--- src/rtl/rr_arbiter4.sv ---
// Four-way round-robin arbiter with hold-time preemption and a one-cycle
// break-before-make gap between grants. Define RR_LOCK_EN to add the lock input.
module rr_arbiter4 #(
    parameter int MAX_HOLD = 8,
    parameter int CW       = 8
) (
    input  logic       clk,
    input  logic       rst_n,
    input  logic [3:0] req,
    output logic [3:0] gnt,
    output logic [1:0] gnt_id,
    output logic       gnt_valid,
    output logic       busy
`ifdef RR_LOCK_EN
    ,
    input  logic       lock
`endif
);

    typedef enum logic [1:0] {IDLE, GRANT, GAP} state_t;

    localparam logic [CW-1:0] HOLD_MAX = CW'(MAX_HOLD);

    state_t        state;
    logic [1:0]    ptr;
    logic [CW-1:0] hold_cnt;
    logic [2:0]    win;
    logic          own_req;
    logic          rivals;
    logic          hold_full;
    logic          lock_hold;

    // Returns {found, index} of the first set request at or after p, wrapping.
    function automatic logic [2:0] pick(input logic [3:0] r, input logic [1:0] p);
        logic [2:0] res;
        logic [1:0] idx;
        res = 3'b000;
        for (int i = 3; i >= 0; i--) begin
            idx = p + 2'(i);
            if (r[idx]) res = {1'b1, idx};
        end
        return res;
    endfunction

    assign win       = pick(req, ptr);
    assign own_req   = req[gnt_id];
    assign rivals    = |(req & ~(4'b0001 << gnt_id));
    assign hold_full = (hold_cnt == HOLD_MAX);
`ifdef RR_LOCK_EN
    assign lock_hold = lock;
`else
    assign lock_hold = 1'b0;
`endif

    always_ff @(posedge clk or negedge rst_n) begin
        if (!rst_n) begin
            state     <= IDLE;
            ptr       <= 2'd0;
            hold_cnt  <= '0;
            gnt       <= 4'b0000;
            gnt_id    <= 2'd0;
            gnt_valid <= 1'b0;
            busy      <= 1'b0;
        end else begin
            case (state)
                IDLE, GAP: begin
                    if (win[2]) begin
                        state     <= GRANT;
                        gnt_id    <= win[1:0];
                        gnt       <= 4'b0001 << win[1:0];
                        gnt_valid <= 1'b1;
                        hold_cnt  <= CW'(1);
                        busy      <= 1'b1;
                    end else begin
                        state <= IDLE;
                        busy  <= 1'b0;
                    end
                end
                GRANT: begin
                    // Release and preempt share one path; rotation starts after the owner.
                    if (!own_req || (hold_full && rivals && !lock_hold)) begin
                        state     <= GAP;
                        gnt       <= 4'b0000;
                        gnt_valid <= 1'b0;
                        ptr       <= gnt_id + 2'd1;
                    end else if (!hold_full) begin
                        hold_cnt <= hold_cnt + CW'(1);
                    end
                end
                default: begin
                    state     <= IDLE;
                    gnt       <= 4'b0000;
                    gnt_valid <= 1'b0;
                    busy      <= 1'b0;
                end
            endcase
        end
    end

endmodule

--- config.mk ---
export PLATFORM = sky130hd
export DESIGN_NAME = rr_arbiter4
export DESIGN_NICKNAME = d
export VERILOG_FILES = /design/src/rtl/rr_arbiter4.sv
export SDC_FILE = /design/constraint.sdc
export NUM_CORES = 1
export LEC_CHECK = 0
export ABC_AREA = 1
export CAP_MARGIN = 10
export CORE_MARGIN = 8
export CORE_UTILIZATION = 56
export CTS_CLUSTER_SIZE = 20
export DETAILED_ROUTE_END_ITERATION = 12
export HOLD_SLACK_MARGIN = 0.06
export PLACE_DENSITY = 0.8
export SLEW_MARGIN = 20
export SYNTH_ARGS = -nofsm -noshare
export SYNTH_HDL_FRONTEND = slang
export SYNTH_SLANG_ARGS = --single-unit
--- constraint.sdc ---
create_clock -name clk -period 3.6 [get_ports clk]
set_clock_uncertainty 0.2 [all_clocks]
set_input_delay 0.36 -clock clk [delete_from_list [all_inputs] [get_ports clk]]
set_output_delay 0.36 -clock clk [all_outputs]
set_load 0.1 [all_outputs]
# Word-level counts from Yosys, hierarchy flattened

Index checks and enable logic that the tools add are counted.

Input port bits: 6
Word-level logic and storage cells: 68
Output and inout port bits: 8
Register bits after elaboration: 20

Reductions and logical operators: 11
Equal/unequal tests: 7
Add/sub/neg operators: 5
Mux-type cells: 29
Bitwise operators: 2
Shifts and indexed selects: 2
Order comparisons: 5

Operators by type and width:

| operator              | count |
|---|---|
| $mux W8               | 3 |
| $pmux W8 S2           | 1 |
| $lt A2 B3 Y1 const B  | 5 |
| $mux W3               | 4 |
| $bmux W1 S2           | 5 |
| $mux W1               | 9 |
| $add A8 B1 Y8 const B | 1 |
| $eq A8 B4 Y1 const B  | 1 |
| $mux W4               | 2 |
| $ne A2 B2 Y1 const B  | 4 |
| $pmux W4 S2           | 1 |
| $shl A1 B2 Y4 const A | 2 |
| $reduce_and A2 Y1     | 3 |
| $add A2 B1 Y2 const B | 2 |
| $add A2 B2 Y2 const B | 2 |
| $and A4 B4 Y4         | 1 |
| $not A4 Y4            | 1 |
| $pmux W1 S2           | 2 |
| $pmux W2 S2           | 1 |
| $reduce_and A4 Y1     | 1 |
| $reduce_or A4 Y1      | 1 |
| $eq A2 B1 Y1 const B  | 1 |
| $eq A2 B2 Y1 const B  | 1 |
| $logic_not A2 Y1      | 1 |
| 6 further kinds       | 6 |

# Logic depth before layout (Yosys ltp)

Depth in word-level cells: 10
Depth in mapped cells: 11

# Worst setup path after synthesis

No wires, ideal clock.

Kind: register to register
Start: reg gnt_id[0]
End: reg hold_cnt[0]
Arrival time: 2.076 ns
Data required time: 3.282 ns
Path slack: 1.206 ns
Cell stages (with the launch flop): 9
Path through: dfrtp_1 inv_1 ha_1 o21ai_0 o21ai_1 nand4_4 nand2_4 nand2_1 nand2_1

Longest elaborated chain between the ends: 8
Elaborated cells on any way between the ends: 11

RTL lines:

| what                          | RTL line | source |
|---|---|---|
| from (decl)                   | 11       | `output logic [1:0] gnt_id,` |
| from (signal assigned)        | 69       | `gnt_id <= win[1:0];` |
| $shl A1 B2 Y4                 | 47       | `assign rivals = \|(req & ~(4'b0001 << gnt_id));` |
| $not A4 Y4                    | 47       |  |
| $and A4 B4 Y4                 | 47       |  |
| $reduce_or A4 Y1              | 47       |  |
| $logic_and A1 B1 Y1           | 81       | `if (!own_req \|\| (hold_full && rivals && !lock_hold)) begin` |
| $logic_or A1 B1 Y1 *          | 81       |  |
| $ne A2 B2 Y1 (no line) *      | -        |  |
| $reduce_and A4 Y1 (no line) * | -        |  |
| to (signal assigned)          | 87       | `hold_cnt <= hold_cnt + CW'(1);` |
| to (decl)                     | 26       | `logic [CW-1:0] hold_cnt;` |

Every way passes the cells marked *; elsewhere a longest branch is shown, timed or not. The select of a mux whose other input is x is not followed.
A chain may end at the register's enable or synchronous reset.

# Worst setup path after layout

Start: reg gnt_id[0]
End: out gnt_id[0]

No word-level cell between the ends.

==> run_results.csv <==
group,metric,value,unit
status,outcome,"finished clean",
worst_setup_path,worst_path_largest_cell_delay,1190,ps
synth,yosysUniqueCellTypes,27,
global_routing,met3_usage,0.04576,
cells_and_area,antenna_cells,0,
synth,yosysTopAreaCell,"dfrtp_1",
clocking,insertion_delay,310,ps
cells_and_area,final_core_util,0.6538,
clocking,postCtsSetupBuffers,0,
synth,synth.avg_cell_area,7.223,um2
clocking,htreeDepth,1,
sta,relSlewSlack,0.3502,
cells_and_area,final_cells,239,
sta,slew_violations,0,
global_routing,antenna_found_initial,0,
die,start_util,0.5761,
placement,dpl.cell_count,235,
placement,io_buffer_count,13,
clocking,cts_tree,"yes",
worst_setup_path,end_kind,"output port",
cells_and_area,drive_above_1_share,0.1053,
synth,synth.area.top_cells,"dfrtp_1, nand2_1, ha_1",
cells_and_area,mostFrequentLayoutCells,"nand2_1, dfrtp_1, inv_1",
route,dr_total_vias,1255,
die,die_w,66.03,um
clocking,cts_sinks,20,
worst_setup_path,crit_slowest_cell,"clkdlybuf4s50_1",
worst_setup_path,startpoint_type,"register",
die,core-area,0.002432,mm2
worst_setup_path,worstSetupPathType,"reg -> out",
clocking,hold_buffers,0,
global_routing,grt_usage,0.1427,
synth,syn_area,0.001401,mm2
sta,final.setup.tns,0,ps
route,drt-total-wl,2860,um
sta,finalSetupViolations,0,
sta,worst_slew_pin_slew,971.7,ps
global_routing,grt_pass1_wl,4954,um
synth,synth.net_count,206,
synth,synth_top_area_share,0.3571,
sta,rsz0062_at_grt,"no",
global_routing,use_met2,0.2521,
clocking,clkTransAtPathRegs,120,ps
worst_setup_path,cp.required,3040,ps
worst_setup_path,worst-path-max-fanout,8,
cells_and_area,layout_commonest_cell,"nand2_1",
route,drtAntennaViolNets,0,
min_path,hold_class,"reg -> reg",
global_routing,met1_usage,0.1571,
synth,syn_inst,194,
worst_setup_path,path_cells,"clkdlybuf4s50_1",
global_routing,grt_busiest_layer,"met2",
clocking,clock_path_buffers,2,
cells_and_area,syn_to_final_growth,13.48,%
sta,post-route-period-util,0.7104,
route,drt-initial-drc-count,79,
cells_and_area,nets,222,
placement,dpl.hpwl,2236,um
synth,ys.warnings.count,0,
worst_setup_path,reg2reg_slack,1550,ps
worst_setup_path,crit_family,"buffers and inverters",
placement,globalplace.congestion,0.8614,
clocking,numCtsBuffers,3,
global_routing,overflow,0,
worst_setup_path,arrival,2000,ps
die,pin_count,14,
synth,ys_seq_area_frac,0.3571,
route,firstDrtPassIters,4,
clocking,cts.repair.resized,0,
global_routing,grt_max_degree,21,
synth,ys_ff_latch,20,
die,die_area,0.004359,mm2
sta,hold_viol,0,
route,routed_via_density,5.251,
clocking,root_buffer,"clkbuf_4",
sta,period_minus_slack,2558,ps
worst_setup_path,cp_num_buf_inv,1,
sta,clock.fmax,391.0,MHz
global_routing,grt_pass1_vias,1155,
route,wire_per_inst,11.97,um
die,die_y,66.03,um
die,rows,18,
job,max_cap_violations,0,
route,drc,0,
[cell type report]
type,count,area [um2]
fill,220,842.1
multi-input combinational,151,790.8
sequential,20,500.5
timing repair buffer,13,130.1
inverter,21,78.83
tap,30,37.54
clock inverter,1,30.03
clock buffer,3,22.52
[routing by layer]
layer,up-vias,part of all wire
li1,638,-
met2,20,0.50
met3,2,0.048
met1,595,0.45
met5,-,0
met4,0,0.0052
[cell usage after synthesis]
cell and count:
nand3_2 5, o21ai_0 5, inv_1 19, nand2_2 3, o22ai_1 1, inv_2 2, nand3_1 11, buf_12 1
a21o_1 1, nor2_2 1, a21oi_1 4, nor3b_1 1, nor2_4 1, dfrtp_1 20, a21oi_2 1, nand2_8 1
xnor2_1 1, o21ai_1 4, ha_1 6, nand2_4 2, nand2_1 79, buf_6 1, nand4_4 1, o21ai_2 1
xor2_1 3, nor2_1 16, nor3_1 3
[path summary, 6_finish.rpt]
check	start	endpoint	cells past startpoint
worst max-delay path	gnt_id[0]	gnt_id[0]	1
worst min-delay path	gnt_valid	gnt_valid	2
worst max register to register	gnt_id[0]	hold_cnt[3]	8
worst min register to register	gnt_valid	gnt_valid	2
max in group asynchronous	rst_n	hold_cnt[3]	1
min in group asynchronous	rst_n	hold_cnt[6]	1
[worst reg2reg max path: stages (launching register included)]
cell     delay, ps
dfrtp_1        490
inv_1          160
ha_1           160
o21ai_0         90
o21ai_1        320
nand4_4        280
nand2_4        190
nand2_1         60
nand2_1         50
[through the flow]
step / setup WS (ps) / hold WS (ps) / area, um2
6_report: 1043 / 282.6 / 1590
5_1_grt: 993.1 / 314.3 / 1590
4_1_cts: 1051 / 291.2 / 1590
3_5_place_dp: 1401 / 264.4 / 1538
3_3_place_gp: 1440 / 258.2 / 1538
2_1_floorplan: 1206 / -135.6 / 1401
[cells by family (layout without fill, tap and decap cells)]
logic type | count (synthesis) | in the layout | synth area share
flip-flops | 20 | 20 | 0.3571
adder cells (fa/ha/maj) | 6 | 6 | 0.05357
AO/OA/AOI/OAI | 17 | 17 | 0.06876
XOR/XNOR | 4 | 4 | 0.02500
buffers and inverters | 23 | 38 | 0.07857
AND/OR/NAND/NOR | 124 | 124 | 0.4170
[flip-flops by register name (all words and copies together), names as in the netlist]
register   count
gnt_valid      1
state          2
busy           1
hold_cnt       8
ptr            2
gnt            4
gnt_id         2
Power is not shown: default switching activity piles up to over one toggle a cycle in this logic, so the estimate is an artifact.
